File: src/rtl/mips_pkg.sv
// Shared MIPS CPU definitions.
// MDU op codes, FSM states and iteration count.
package mips_pkg;

  localparam logic [1:0] MDU_MULT  = 2'b00;
  localparam logic [1:0] MDU_MULTU = 2'b01;
  localparam logic [1:0] MDU_DIV   = 2'b10;
  localparam logic [1:0] MDU_DIVU  = 2'b11;

  localparam int MDU_ITERS = 32;

  typedef enum logic [1:0] {
    IDLE,
    CALC,
    FIX,
    DONE
  } mdu_state_t;

endpackage

File: src/rtl/mult_div_unit.sv
// Iterative MULT/MULTU/DIV/DIVU unit with HI/LO.
// One 64-bit accumulator serves both shift-add and shift-subtract.
module mult_div_unit
  import mips_pkg::*;
#(
  parameter int WIDTH = 32
) (
  input  logic             clk,
  input  logic             rst,
  input  logic             start,
  input  logic [1:0]       op,
  input  logic [WIDTH-1:0] opa,
  input  logic [WIDTH-1:0] opb,
  input  logic             mthi,
  input  logic             mtlo,
  output logic             busy,
  output logic             done,
  output logic             div_by_zero,
  output logic [WIDTH-1:0] hi,
  output logic [WIDTH-1:0] lo
);

  localparam int CW = $clog2(MDU_ITERS);
  localparam logic [CW-1:0] LAST = CW'(MDU_ITERS - 1);

  mdu_state_t state, state_n;

  logic [2*WIDTH-1:0] acc;
  logic [2*WIDTH-1:0] fixed;
  logic [WIDTH-1:0]   addend;
  logic [WIDTH-1:0]   a_raw;
  logic [CW-1:0]      cnt;
  logic               is_div;
  logic               neg_q;
  logic               neg_r;
  logic               b_zero;
  logic               fix_ph;

  logic             sgn_op;
  logic             a_neg;
  logic             b_neg;
  logic [WIDTH-1:0] a_mag;
  logic [WIDTH-1:0] b_mag;
  logic [WIDTH:0]   mul_sum;
  logic [WIDTH:0]   div_diff;
  logic [WIDTH-1:0] acc_hi;
  logic [WIDTH-1:0] acc_lo;

  assign busy = (state == CALC) || (state == FIX);
  assign done = (state == DONE);

  // Operand magnitudes, per-iteration arithmetic, sign fixup
  always_comb begin
    sgn_op   = ~op[0];
    a_neg    = sgn_op & opa[WIDTH-1];
    b_neg    = sgn_op & opb[WIDTH-1];
    a_mag    = a_neg ? -opa : opa;
    b_mag    = b_neg ? -opb : opb;
    acc_hi   = acc[2*WIDTH-1:WIDTH];
    acc_lo   = acc[WIDTH-1:0];
    mul_sum  = {1'b0, acc_hi} + {1'b0, addend};
    div_diff = acc[2*WIDTH-1:WIDTH-1] - {1'b0, addend};
    fixed    = acc;
    if (!is_div) begin
      if (neg_q) fixed = -acc;
    end else if (b_zero) begin
      fixed = {a_raw, {WIDTH{1'b1}}};
    end else begin
      fixed = {neg_r ? -acc_hi : acc_hi,
               neg_q ? -acc_lo : acc_lo};
    end
  end

  // FSM state register
  always_ff @(posedge clk) begin
    if (rst) state <= IDLE;
    else     state <= state_n;
  end

  // FSM next-state logic
  always_comb begin
    state_n = state;
    unique case (state)
      IDLE:    if (start) state_n = CALC;
      CALC:    if (cnt == LAST) state_n = FIX;
      FIX:     if (fix_ph) state_n = DONE;
      default: state_n = IDLE;
    endcase
  end

  // Datapath, operand latch and HI/LO registers
  always_ff @(posedge clk) begin
    if (rst) begin
      acc         <= '0;
      addend      <= '0;
      a_raw       <= '0;
      cnt         <= '0;
      is_div      <= 1'b0;
      neg_q       <= 1'b0;
      neg_r       <= 1'b0;
      b_zero      <= 1'b0;
      fix_ph      <= 1'b0;
      div_by_zero <= 1'b0;
      hi          <= '0;
      lo          <= '0;
    end else begin
      unique case (state)
        IDLE: begin
          if (start) begin
            is_div      <= op[1];
            a_raw       <= opa;
            b_zero      <= (opb == '0);
            neg_q       <= a_neg ^ b_neg;
            neg_r       <= a_neg;
            cnt         <= '0;
            fix_ph      <= 1'b0;
            div_by_zero <= 1'b0;
            if (op[1]) begin
              acc    <= {{WIDTH{1'b0}}, a_mag};
              addend <= b_mag;
            end else begin
              acc    <= {{WIDTH{1'b0}}, b_mag};
              addend <= a_mag;
            end
          end else begin
            if (mthi) hi <= opa;
            if (mtlo) lo <= opa;
          end
        end
        CALC: begin
          cnt <= cnt + 1'b1;
          if (is_div) begin
            if (!div_diff[WIDTH])
              acc <= {div_diff[WIDTH-1:0],
                      acc[WIDTH-2:0], 1'b1};
            else
              acc <= {acc[2*WIDTH-2:0], 1'b0};
          end else begin
            if (acc[0])
              acc <= {mul_sum, acc[WIDTH-1:1]};
            else
              acc <= {1'b0, acc[2*WIDTH-1:1]};
          end
        end
        FIX: begin
          if (!fix_ph) begin
            acc    <= fixed;
            fix_ph <= 1'b1;
          end else begin
            hi          <= acc_hi;
            lo          <= acc_lo;
            div_by_zero <= is_div & b_zero;
          end
        end
        default: ;
      endcase
    end
  end

endmodule

File: config.mk
export PLATFORM = sky130hd
export DESIGN_NAME = mult_div_unit
export DESIGN_NICKNAME = d
export VERILOG_FILES = /design/src/rtl/mips_pkg.sv /design/src/rtl/mult_div_unit.sv
export SDC_FILE = /design/constraint.sdc
export NUM_CORES = 1
export LEC_CHECK = 0
export CAP_MARGIN = 20
export CELL_PAD_IN_SITES_DETAIL_PLACEMENT = 0
export CELL_PAD_IN_SITES_GLOBAL_PLACEMENT = 2
export CORE_MARGIN = 3
export CORE_UTILIZATION = 35
export CTS_BUF_LIST = sky130_fd_sc_hd__clkbuf_8
export DETAILED_ROUTE_END_ITERATION = 16
export PLACE_DENSITY_LB_ADDON = 0.1
export SYNTH_ARGS = -nofsm -noshare
export SYNTH_HDL_FRONTEND = slang
export SYNTH_SLANG_ARGS = --single-unit
File: constraint.sdc
create_clock -name clk -period 4.6 [get_ports clk]
set_input_delay 0.92 -clock clk [delete_from_list [all_inputs] [get_ports clk]]
set_output_delay 0.92 -clock clk [all_outputs]
set_load 0.01 [all_outputs]
==> impl_metrics.env <==
export IMPL_synth_fp_nets=2496
export IMPL_worst_setup_path_type="flop to flop"
export IMPL_synth_warnings=0
export IMPL_rows=80
export IMPL_drv_cap=0
export IMPL_hold_path_class="flop to flop"
export IMPL_pin_count=138
export IMPL_portBuffers=137
export IMPL_finalMaxSlewViolations=0
export IMPL_grtUsageTotal=0.309
export IMPL_use_met1=0.407
export IMPL_grt_use_met2=0.514
export IMPL_cts_reportedPaths_clkPinSlew_ns=0.06
export IMPL_first_pass_iters=6
export IMPL_vias=18400
export IMPL_wirelength_um=81300
export IMPL_hpwl_um=63000
export IMPL_fin_setup_tns_ns=0
export IMPL_timing_final_ws_setup_ns=0.497
export IMPL_post_place_ws_ns=0.386
export IMPL_synth_seq_area_share=0.241
export IMPL_fin_nets=2588
export IMPL_fin_crit_ns=4.10
export IMPL_hold_depth=2
export IMPL_ys_ff_latch=205
export IMPL_cpLargestDelayFamily="compound AO/OA/AOI/OAI gates"
export IMPL_drt_iter0_drc=1509
export IMPL_r2r_end="acc[37]"
export IMPL_report_final_hold_viol_count=0
export IMPL_cts_setup_buffers=0
export IMPL_antenna_found_initial=0
export IMPL_synthesis_area_um2=17100
export IMPL_slowest_delay_ns=0.49
export IMPL_cts_resized=0
export IMPL_grt_pass1_wl_um=118000
export IMPL_use_met3=0.0436
export IMPL_syn2layout_area_growth_pct=18.5
export IMPL_die_w_um=227
export IMPL_power_density_nw_per_um2=611
export IMPL_startpoint_type="flop"
export IMPL_min_from="a_raw[3]"
export IMPL_critical_path_max_fanout=41
export IMPL_clock_latency_ns=0.62
export IMPL_syn_avg_cell_area_um2=7.26
export IMPL_cts_tree="yes"
export IMPL_cts_root_buf="clkbuf_8"
export IMPL_routed_via_density=5.97
export IMPL_synth_cells=2349
export IMPL_max_freq_ghz=0.244
export IMPL_drc=0
export IMPL_cp_cell_sequence="inv_1 > ha_1 > fa_1 > nand2b_1 > a21oi_1 > o21ai_1 > o41ai_4 > a21oi_1 > o31a_1 > xnor2_4 > buf_12 > mux2i_1 > a21oi_1 > a221o_1"
export IMPL_async_flop_share=0
export IMPL_cp_data_arrival_time_ns=4.60
export IMPL_r2r_start="acc[31]"
export IMPL_hold_end="a_raw[3]"
export IMPL_post_route_period_util=0.892
export IMPL_fin_util=0.422
export IMPL_ir_drop_uv=461
export IMPL_gr_total_overflow=0
export IMPL_critPathBufInv=2
export IMPL_grt_pass1_vias=17800
export IMPL_timing_critical_path_mode_cell="a21oi_1"
export IMPL_drtAntennaViolNets=0
export IMPL_cts_max_level=2
export IMPL_busiest_layer="met2"
export IMPL_postCtsHoldBufs=0
export IMPL_gp_congestion=0.936
export IMPL_outcome="complete, no violations"
export IMPL_clock_sinks=205
export IMPL_ys_flop_type="dfxtp_1"
export IMPL_wl_per_cell_um=26.3
export IMPL_layout_drive_gt1_share=0.0901
export IMPL_start_util=0.356
export IMPL_die_y_um=227
export IMPL_rr_worst_depth=14
export IMPL_required_ns=5.10
export IMPL_clockBufferDepth=3
export IMPL_finalSetupViolCount=0
export IMPL_rsz0062_at_grt="no"
export IMPL_cts_buffers=44
export IMPL_synth_edff_count=0
export IMPL_final_setup_skew_ns=0.0267
export IMPL_slew_headroom=0.303
export IMPL_dieArea_um2=51400
export IMPL_synth_cell_types=89
export IMPL_fp_coreArea_um2=47900
export IMPL_p_leak_nw=7.96
export IMPL_worst_pin_slew_ns=1.04
export IMPL_end_kind="flop"
export IMPL_r2r_setup_slack_ns=0.50
export IMPL_cp_slowest_cell="o41ai_4"
export IMPL_grt_max_degree=88
[Yosys cell counts (21+ instances only)]
master,instances,share of area
a21oi_1,284,0.083
nor2_1,281,0.062
nand2_1,229,0.050
dfxtp_1,205,0.24
clkbuf_1,154,0.034
a211oi_1,120,0.053
o21ai_0,94,0.028
xnor2_1,80,0.041
ha_1,74,0.054
inv_1,71,0.016
xor2_1,71,0.036
mux2i_1,67,0.039
nor2b_1,52,0.019
nor3_1,52,0.015
nand3_1,38,0.011
a21o_1,32,0.014
o21ai_1,32,0.0094
o211ai_1,31,0.014
mux2_2,25,0.017
nand2b_1,21,0.0077
[final cells by class]
class | instances | area [µm²]
fillers | 5115 | 27700
multi-input cells | 1890 | 12000
flip-flops and latches | 205 | 4110
repair buffers | 228 | 2090
well taps | 615 | 769
clock buffers | 53 | 729
inverters | 72 | 270
clock inverters | 27 | 239
diodes | 1 | 2.50
[worst min-delay path, stage by stage (launching register included)]
cell,delay (ns)
dfxtp_1,0.31
nand2_1,0.05
a21oi_1,0.05
[how the worst max path moves through the flow]
stage / start / to / depth (start not counted)
2_1_floorplan: acc[31] / acc[45] / 14
3_3_place_gp: opb[12] / addend[29] / 10
3_5_place_dp: opb[12] / addend[29] / 10
4_1_cts: acc[31] / acc[37] / 14
5_1_grt: acc[31] / acc[37] / 14
6_report: acc[31] / acc[37] / 14
[power by group]
group | internal (mW) | switching (mW)
sequential | 2.25 | 0.625
clock | 1.28 | 0.962
combinational | 2.75 | 4.49
total | 6.28 | 6.08
[cell families after synthesis]
| logic type | count (synthesis) | synth area share |
|---|---|---|
| flip-flops | 205 | 0.241 |
| multiplexers | 94 | 0.0571 |
| AND/OR/NAND/NOR | 793 | 0.218 |
| XOR/XNOR | 152 | 0.0785 |
| adder cells (fa/ha/maj) | 76 | 0.0566 |
| AO/OA/AOI/OAI | 775 | 0.291 |
| buffers and inverters | 254 | 0.0583 |
[placed cells by master, fill, tap and decap left out, types with 25 or more instances in the layout]
cell type,instances
clkdlybuf4s50_1,135
a21o_1,32
xnor2_1,80
nand2_1,228
a211oi_1,120
inv_1,82
nor3_1,52
o211ai_1,31
nor2b_1,52
ha_1,73
o21ai_0,93
xor2_1,71
nand3_1,38
mux2_2,25
nor2_1,281
o21ai_1,33
clkbuf_8,53
a21oi_1,282
mux2i_1,67
dfxtp_1,203
buf_4,88
[per-layer routing]
metal | routed length (µm) | vias to the layer above
li1 | - | 8723
met1 | 35500 | 8936
met2 | 37800 | 660
met3 | 4900 | 129
met4 | 3040 | 0
met5 | 0 | -
[through the flow]
stage / area [µm²] / power (mW) / hold slack (ns) / cells
floorplan: 17100 / 7.49 / 0.431 / 2349
global placement: 19200 / 10.0 / 0.442 / 3010
detailed placement: 19200 / 10.1 / 0.450 / 3010
CTS: 20200 / 12.3 / 0.459 / 3090
global route: 20200 / 13.2 / 0.473 / 3090
finish: 20200 / 12.4 / 0.459 / 3091
[state kept, by name (all words and copies together), names as in the netlist]
register and count:
div_by_zero 1, state 2, hi 32, b_zero 1, cnt 5, addend 32
neg_r 1, fix_ph 1, is_div 1, neg_q 1, acc 64, lo 32
a_raw 32
Power figures use the tool's default switching activity.
